**config.mk**
```make
export PLATFORM = sky130hd
export DESIGN_NAME = ahblite_master_arb
export DESIGN_NICKNAME = d
export VERILOG_FILES = /design/src/rtl/ahblite_master_arb.sv
export SDC_FILE = /design/constraint.sdc
export NUM_CORES = 1
export LEC_CHECK = 0
export CAP_MARGIN = 20
export CORE_AREA = 2 2 198 200
export DETAILED_ROUTE_END_ITERATION = 10
export DIE_AREA = 0 0 200 202
export SLEW_MARGIN = 20
export SYNTH_ARGS = -nofsm -noshare
export SYNTH_HDL_FRONTEND = slang
export SYNTH_SLANG_ARGS = --single-unit
```
**constraint.sdc**
```tcl
create_clock -name HCLK -period 6.35 [get_ports HCLK]
set_input_delay 1.905 -clock HCLK [delete_from_list [all_inputs] [get_ports HCLK]]
set_output_delay 1.905 -clock HCLK [all_outputs]
set_load 0.05 [all_outputs]
```
**src/rtl/ahblite_master_arb.sv**
```systemverilog
// rtl/ahblite_master_arb.sv - two-master to one-slave AHB-Lite arbiter with per-master replay buffers
module ahblite_master_arb #(
    parameter int AW = 32,
    parameter int DW = 64
) (
    input  logic          HCLK,
    input  logic          HRESETn,

    input  logic [AW-1:0] M0_HADDR,
    input  logic [1:0]    M0_HTRANS,
    input  logic          M0_HWRITE,
    input  logic [2:0]    M0_HSIZE,
    input  logic [DW-1:0] M0_HWDATA,
    output logic          M0_HREADY,
    output logic [DW-1:0] M0_HRDATA,
    output logic          M0_HRESP,

    input  logic [AW-1:0] M1_HADDR,
    input  logic [1:0]    M1_HTRANS,
    input  logic          M1_HWRITE,
    input  logic [2:0]    M1_HSIZE,
    input  logic [DW-1:0] M1_HWDATA,
    output logic          M1_HREADY,
    output logic [DW-1:0] M1_HRDATA,
    output logic          M1_HRESP,

    output logic [AW-1:0] S_HADDR,
    output logic [1:0]    S_HTRANS,
    output logic          S_HWRITE,
    output logic [2:0]    S_HSIZE,
    output logic [DW-1:0] S_HWDATA,
    input  logic          S_HREADY,
    input  logic [DW-1:0] S_HRDATA
);

    localparam logic [1:0] TRANS_IDLE   = 2'b00;
    localparam logic [1:0] TRANS_NONSEQ = 2'b10;
    localparam logic [1:0] TRANS_SEQ    = 2'b11;

    logic [1:0]    pend_valid;
    logic [AW-1:0] pend_addr  [2];
    logic          pend_write [2];
    logic [2:0]    pend_size  [2];

    logic          dph_valid;
    logic          dph_owner;
    logic          last_grant;

    logic [AW-1:0] live_addr  [2];
    logic          live_write [2];
    logic [2:0]    live_size  [2];
    logic [1:0]    hready;
    logic [1:0]    live;
    logic [1:0]    cand;

    logic          gnt;
    logic          issue;
    logic [AW-1:0] gnt_addr;
    logic          gnt_write;
    logic [2:0]    gnt_size;

    assign live_addr[0]  = M0_HADDR;
    assign live_addr[1]  = M1_HADDR;
    assign live_write[0] = M0_HWRITE;
    assign live_write[1] = M1_HWRITE;
    assign live_size[0]  = M0_HSIZE;
    assign live_size[1]  = M1_HSIZE;

    // The data-phase owner follows the slave; a master with a buffered request is held off.
    assign hready[0] = (dph_valid && !dph_owner) ? S_HREADY : !pend_valid[0];
    assign hready[1] = (dph_valid &&  dph_owner) ? S_HREADY : !pend_valid[1];

    // BUSY/IDLE carry no request; SEQ is treated like NONSEQ.
    assign live[0] = hready[0] && (M0_HTRANS == TRANS_NONSEQ || M0_HTRANS == TRANS_SEQ);
    assign live[1] = hready[1] && (M1_HTRANS == TRANS_NONSEQ || M1_HTRANS == TRANS_SEQ);

    assign cand = pend_valid | live;

    always_comb begin
        gnt = 1'b0;
        if (cand == 2'b11) begin
            gnt = !last_grant;
        end else begin
            gnt = cand[1];
        end
    end

    assign issue     = (cand != 2'b00) && S_HREADY;
    assign gnt_addr  = pend_valid[gnt] ? pend_addr[gnt]  : live_addr[gnt];
    assign gnt_write = pend_valid[gnt] ? pend_write[gnt] : live_write[gnt];
    assign gnt_size  = pend_valid[gnt] ? pend_size[gnt]  : live_size[gnt];

    // The address phase is only shown to the slave in a cycle where it can be accepted.
    assign S_HTRANS = issue ? TRANS_NONSEQ : TRANS_IDLE;
    assign S_HADDR  = issue ? gnt_addr  : '0;
    assign S_HWRITE = issue ? gnt_write : 1'b0;
    assign S_HSIZE  = issue ? gnt_size  : 3'b000;
    assign S_HWDATA = !dph_valid ? '0 : (dph_owner ? M1_HWDATA : M0_HWDATA);

    assign M0_HREADY = hready[0];
    assign M1_HREADY = hready[1];
    assign M0_HRDATA = S_HRDATA;
    assign M1_HRDATA = S_HRDATA;
    assign M0_HRESP  = 1'b0;
    assign M1_HRESP  = 1'b0;

    always_ff @(posedge HCLK) begin
        if (!HRESETn) begin
            pend_valid <= 2'b00;
            dph_valid  <= 1'b0;
            dph_owner  <= 1'b0;
            last_grant <= 1'b1;
            for (int i = 0; i < 2; i++) begin
                pend_addr[i]  <= '0;
                pend_write[i] <= 1'b0;
                pend_size[i]  <= 3'b000;
            end
        end else begin
            if (issue) begin
                dph_valid  <= 1'b1;
                dph_owner  <= gnt;
                last_grant <= gnt;
                if (pend_valid[gnt]) begin
                    pend_valid[gnt] <= 1'b0;
                end
            end else if (S_HREADY) begin
                dph_valid <= 1'b0;
            end

            // A live request not taken this cycle is kept for replay.
            for (int i = 0; i < 2; i++) begin
                if (live[i] && !(issue && gnt == 1'(i))) begin
                    pend_valid[i] <= 1'b1;
                    pend_addr[i]  <= live_addr[i];
                    pend_write[i] <= live_write[i];
                    pend_size[i]  <= live_size[i];
                end
            end
        end
    end

endmodule

```
==> results by group <==
Floorplanning
  • Boundary pin count: 505
  • Die X-Extent: 200 um
  • Die height: 202 um
  • Die area: 40400 um^2
  • Standard-cell row count: 72
  • Effective utilization at floorplan: 17.1%
  • Core region area: 38300 um^2

GRT
  • All-layer global routing usage: 11.4%
  • Pin count of the biggest net entering global routing: 73
  • Initial antenna violation count: 1
  • Number of global-route vias before repair: 5806
  • Overflow left after global routing: 0
  • Wire length of the first global-routing pass: 35000 um

Critical path
  • Critical path start-end classification: input pin to output pin
  • Worst setup EP type: output pin
  • Crit start category: input pin
  • Required @ worst endpoint: 4.45 ns
  • Worst reg2reg path depth: 5
  • Reg-to-reg startpoint: pend_valid[0]
  • Worst R2R End: pend_addr[0][30]
  • Crit path max fanout: 17
  • Data arrival time of the worst path: 4.28 ns
  • Reg2reg setup slack: 3.54 ns

STA
  • Final sum of negative setup slack: 0 ns
  • Endpoints failing hold: 0
  • Max Clock Freq: 0.162 GHz
  • Final period demand of the worst path: 6.18 ns
  • Part of the cycle the worst path needs: 97.4%
  • Worst slew slack as a fraction of its limit: 32.0%
  • # setup viols final: 0
  • Worst clock skew: 0.0110 ns
  • Final count of pins violating max slew: 0
  • Worst Tran Pin Value: 1.02 ns
  • Setup repair after global routing missed its margin: false

Synthesis
  • Post-synthesis register bit count: 77
  • Post-Synthesis Cell Area: 6540 um^2
  • Post-synthesis sequential area ratio: 34.6%
  • Synthesized instance count: 656
  • Synth warn: 0
  • Primary flip-flop cell chosen by synthesis mapping: sky130_fd_sc_hd__edfxtp_1
  • Async S/R FF share, synth: 0%
  • Number of distinct library cells after synthesis: 38
  • Number of synthesized flops with an enable pin: 72
  • Post-synthesis area per instance: 9.97 um^2

Layout
  • Total non-filler cell area in the finished layout: 9980 um^2
  • Count of nets after finishing: 1081
  • # diodes: 0
  • Ratio of cells with drive above 1 in the final layout: 16.7%
  • Most used cells in the layout excluding fill and tap cells: sky130_fd_sc_hd__clkdlybuf4s50_1, sky130_fd_sc_hd__edfxtp_1, sky130_fd_sc_hd__nor2b_1
  • Share of the core filled with cells: 26.1%
  • Most common library cell in the layout ignoring fill and taps: sky130_fd_sc_hd__clkdlybuf4s50_1
  • Post-synthesis to final-layout area growth: 52.6%

Routing
  • Via count normalized by instance count: 4.19
  • Pre-Repair DR Iteration Count: 5
  • Initial DRC count: 266
  • Number of remaining DRC errors: 0
  • Routed via count: 5591
  • Sum of routed wire length over all layers: 23800 um
  • Final antenna-violating net count: 0
  • Routed wire per std cell: 17.9 um

CTS
  • Post-CTS setup buffer count: 0
  • TritonCTS buffer count: 9
  • Cell at the root of the clock tree: sky130_fd_sc_hd__clkbuf_16
  • Clock Path Buffers: 2
  • Number of gates resized after cts: 0
  • Reg clk slew, reported paths: 0.07 ns
  • Clock sink total: 77
  • Hold buffers post-CTS: 0
  • Clock tree from TritonCTS: yes
  • Level count of the clock H-tree: 3
  • Clk Latency, worst-skew pair: 0.34 ns

Power and ir drop
  • VDD IR-drop max: 0.000113 V
  • Sw Pwr: 733 uW
  • Cell Int Power: 1.32 mW
  • Fraction of power consumed by the clock network: 26.1%
  • Power share of the sequential group: 31.0%
  • Switching fraction of total power: 35.8%
  • Part of the power in combinational logic: 42.9%
  • Leak: 3.25 nW
  • Power per cell area: 205 nW/um^2

Place
  • IO Port Bufs: 307
  • Placer's final routability congestion estimate: 0.729
  • Placed Area: 9680 um^2
  • Total half-perimeter wirelength after legalization and detailed placement: 17200 um

Hold path
  • Cell count of the worst hold path: 2
  • Endpoint of the worst hold-timing path: dph_owner
  • Min-Delay Startpoint: dph_owner
  • Hold crit path type: register to register

Outcome
  • Status: completed

Flow run
  • Maxcap violations: 0
==> power by group through the flow <==
stage | registers, mW | clock network [mW] | logic, mW
2_1_floorplan | 0.639 | 0 | 0.683
3_3_place_gp | 0.645 | 0 | 0.884
3_5_place_dp | 0.647 | 0 | 0.888
4_1_cts | 0.636 | 0.554 | 0.891
5_1_grt | 0.641 | 0.569 | 0.930
6_report | 0.636 | 0.534 | 0.879
==> state kept, by name, summed over array words and instances, names as in the netlist <==
register	flops
dph_owner	1
dph_valid	1
last_grant	1
pend_addr	64
pend_size	6
pend_valid	2
pend_write	2
==> per-layer routing <==
| metal | track usage (%) | wire, um |
|---|---|---|
| met3 | 4.07 | 2400 |
| met5 | 0 | 0 |
| met4 | 2.91 | 304 |
| met2 | 20.1 | 12100 |
| met1 | 13.0 | 8940 |
==> critical path: stages <==
cell and delay, ns:
sky130_fd_sc_hd__clkdlybuf4s50_1 0.63, sky130_fd_sc_hd__and4bb_2 0.34, sky130_fd_sc_hd__nor3_2 0.36, sky130_fd_sc_hd__o2bb2ai_4 0.33, sky130_fd_sc_hd__buf_4 0.33, sky130_fd_sc_hd__a31oi_1 0.18, sky130_fd_sc_hd__buf_12 0.19
==> synth_stat cells, drive strengths merged, types with 2 or more instances <==
cell type,count,area (um^2)
dfxtp,5,100
nor2,3,11.3
nor2b,65,407
or2,2,12.5
edfxtp,72,2160
a21oi,2,10.0
o221ai,36,315
clkbuf,17,67.6
nor3b,73,748
buf,175,1220
inv,3,11.3
mux2i,64,641
a21boi,2,15.0
o21ai,40,200
nand2,7,26.3
a31oi,37,231
nand3,37,185
a22oi,2,28.8
o31ai,2,42.5
==> worst max-delay path by stage <==
| stage | to | slack (ns) | startpoint |
|---|---|---|---|
| final | S_HADDR[29] | 0.17 | S_HREADY |
| after global placement | S_HADDR[30] | 0.15 | S_HREADY |
| after detailed placement | S_HADDR[30] | 0.16 | S_HREADY |
| after floorplan | pend_addr[0][0] | 0.20 | S_HREADY |
| after CTS | S_HADDR[30] | 0.15 | S_HREADY |
| after global routing | S_HADDR[30] | 0.08 | M0_HTRANS[1] |
==> logic make-up after synthesis <==
kind of cell,count (synthesis),synth area share [%]
DFF,77,34.6
and+or+nand+nor,194,22.2
muxes,64,9.79
buffers and inverters,195,19.8
other,1,0.0573
AOI/OAI and AO/OA,125,13.6
==> area by class of cell <==
class                      count  area, um^2
clock inverter                 7        77.6
inverter                       3        11.3
clock buffer                   9         225
sequential                    77        2270
multi-input combinational    386        3040
fill                        4008       28300
timing repair buffer         333        3710
tap                          518         648
==> per-stage QoR <==
step           power, mW  hold WS, ns  std cells  setup WS (ns)
4_1_cts             2.08        0.586       1333          0.154
5_1_grt             2.14        0.613       1333         0.0762
3_5_place_dp        1.54        0.573       1317          0.156
2_1_floorplan       1.32        0.530        658          0.198
3_3_place_gp        1.53        0.564       1317          0.149
6_report            2.05        0.576       1333          0.167
(Power assumes the default switching activity.)
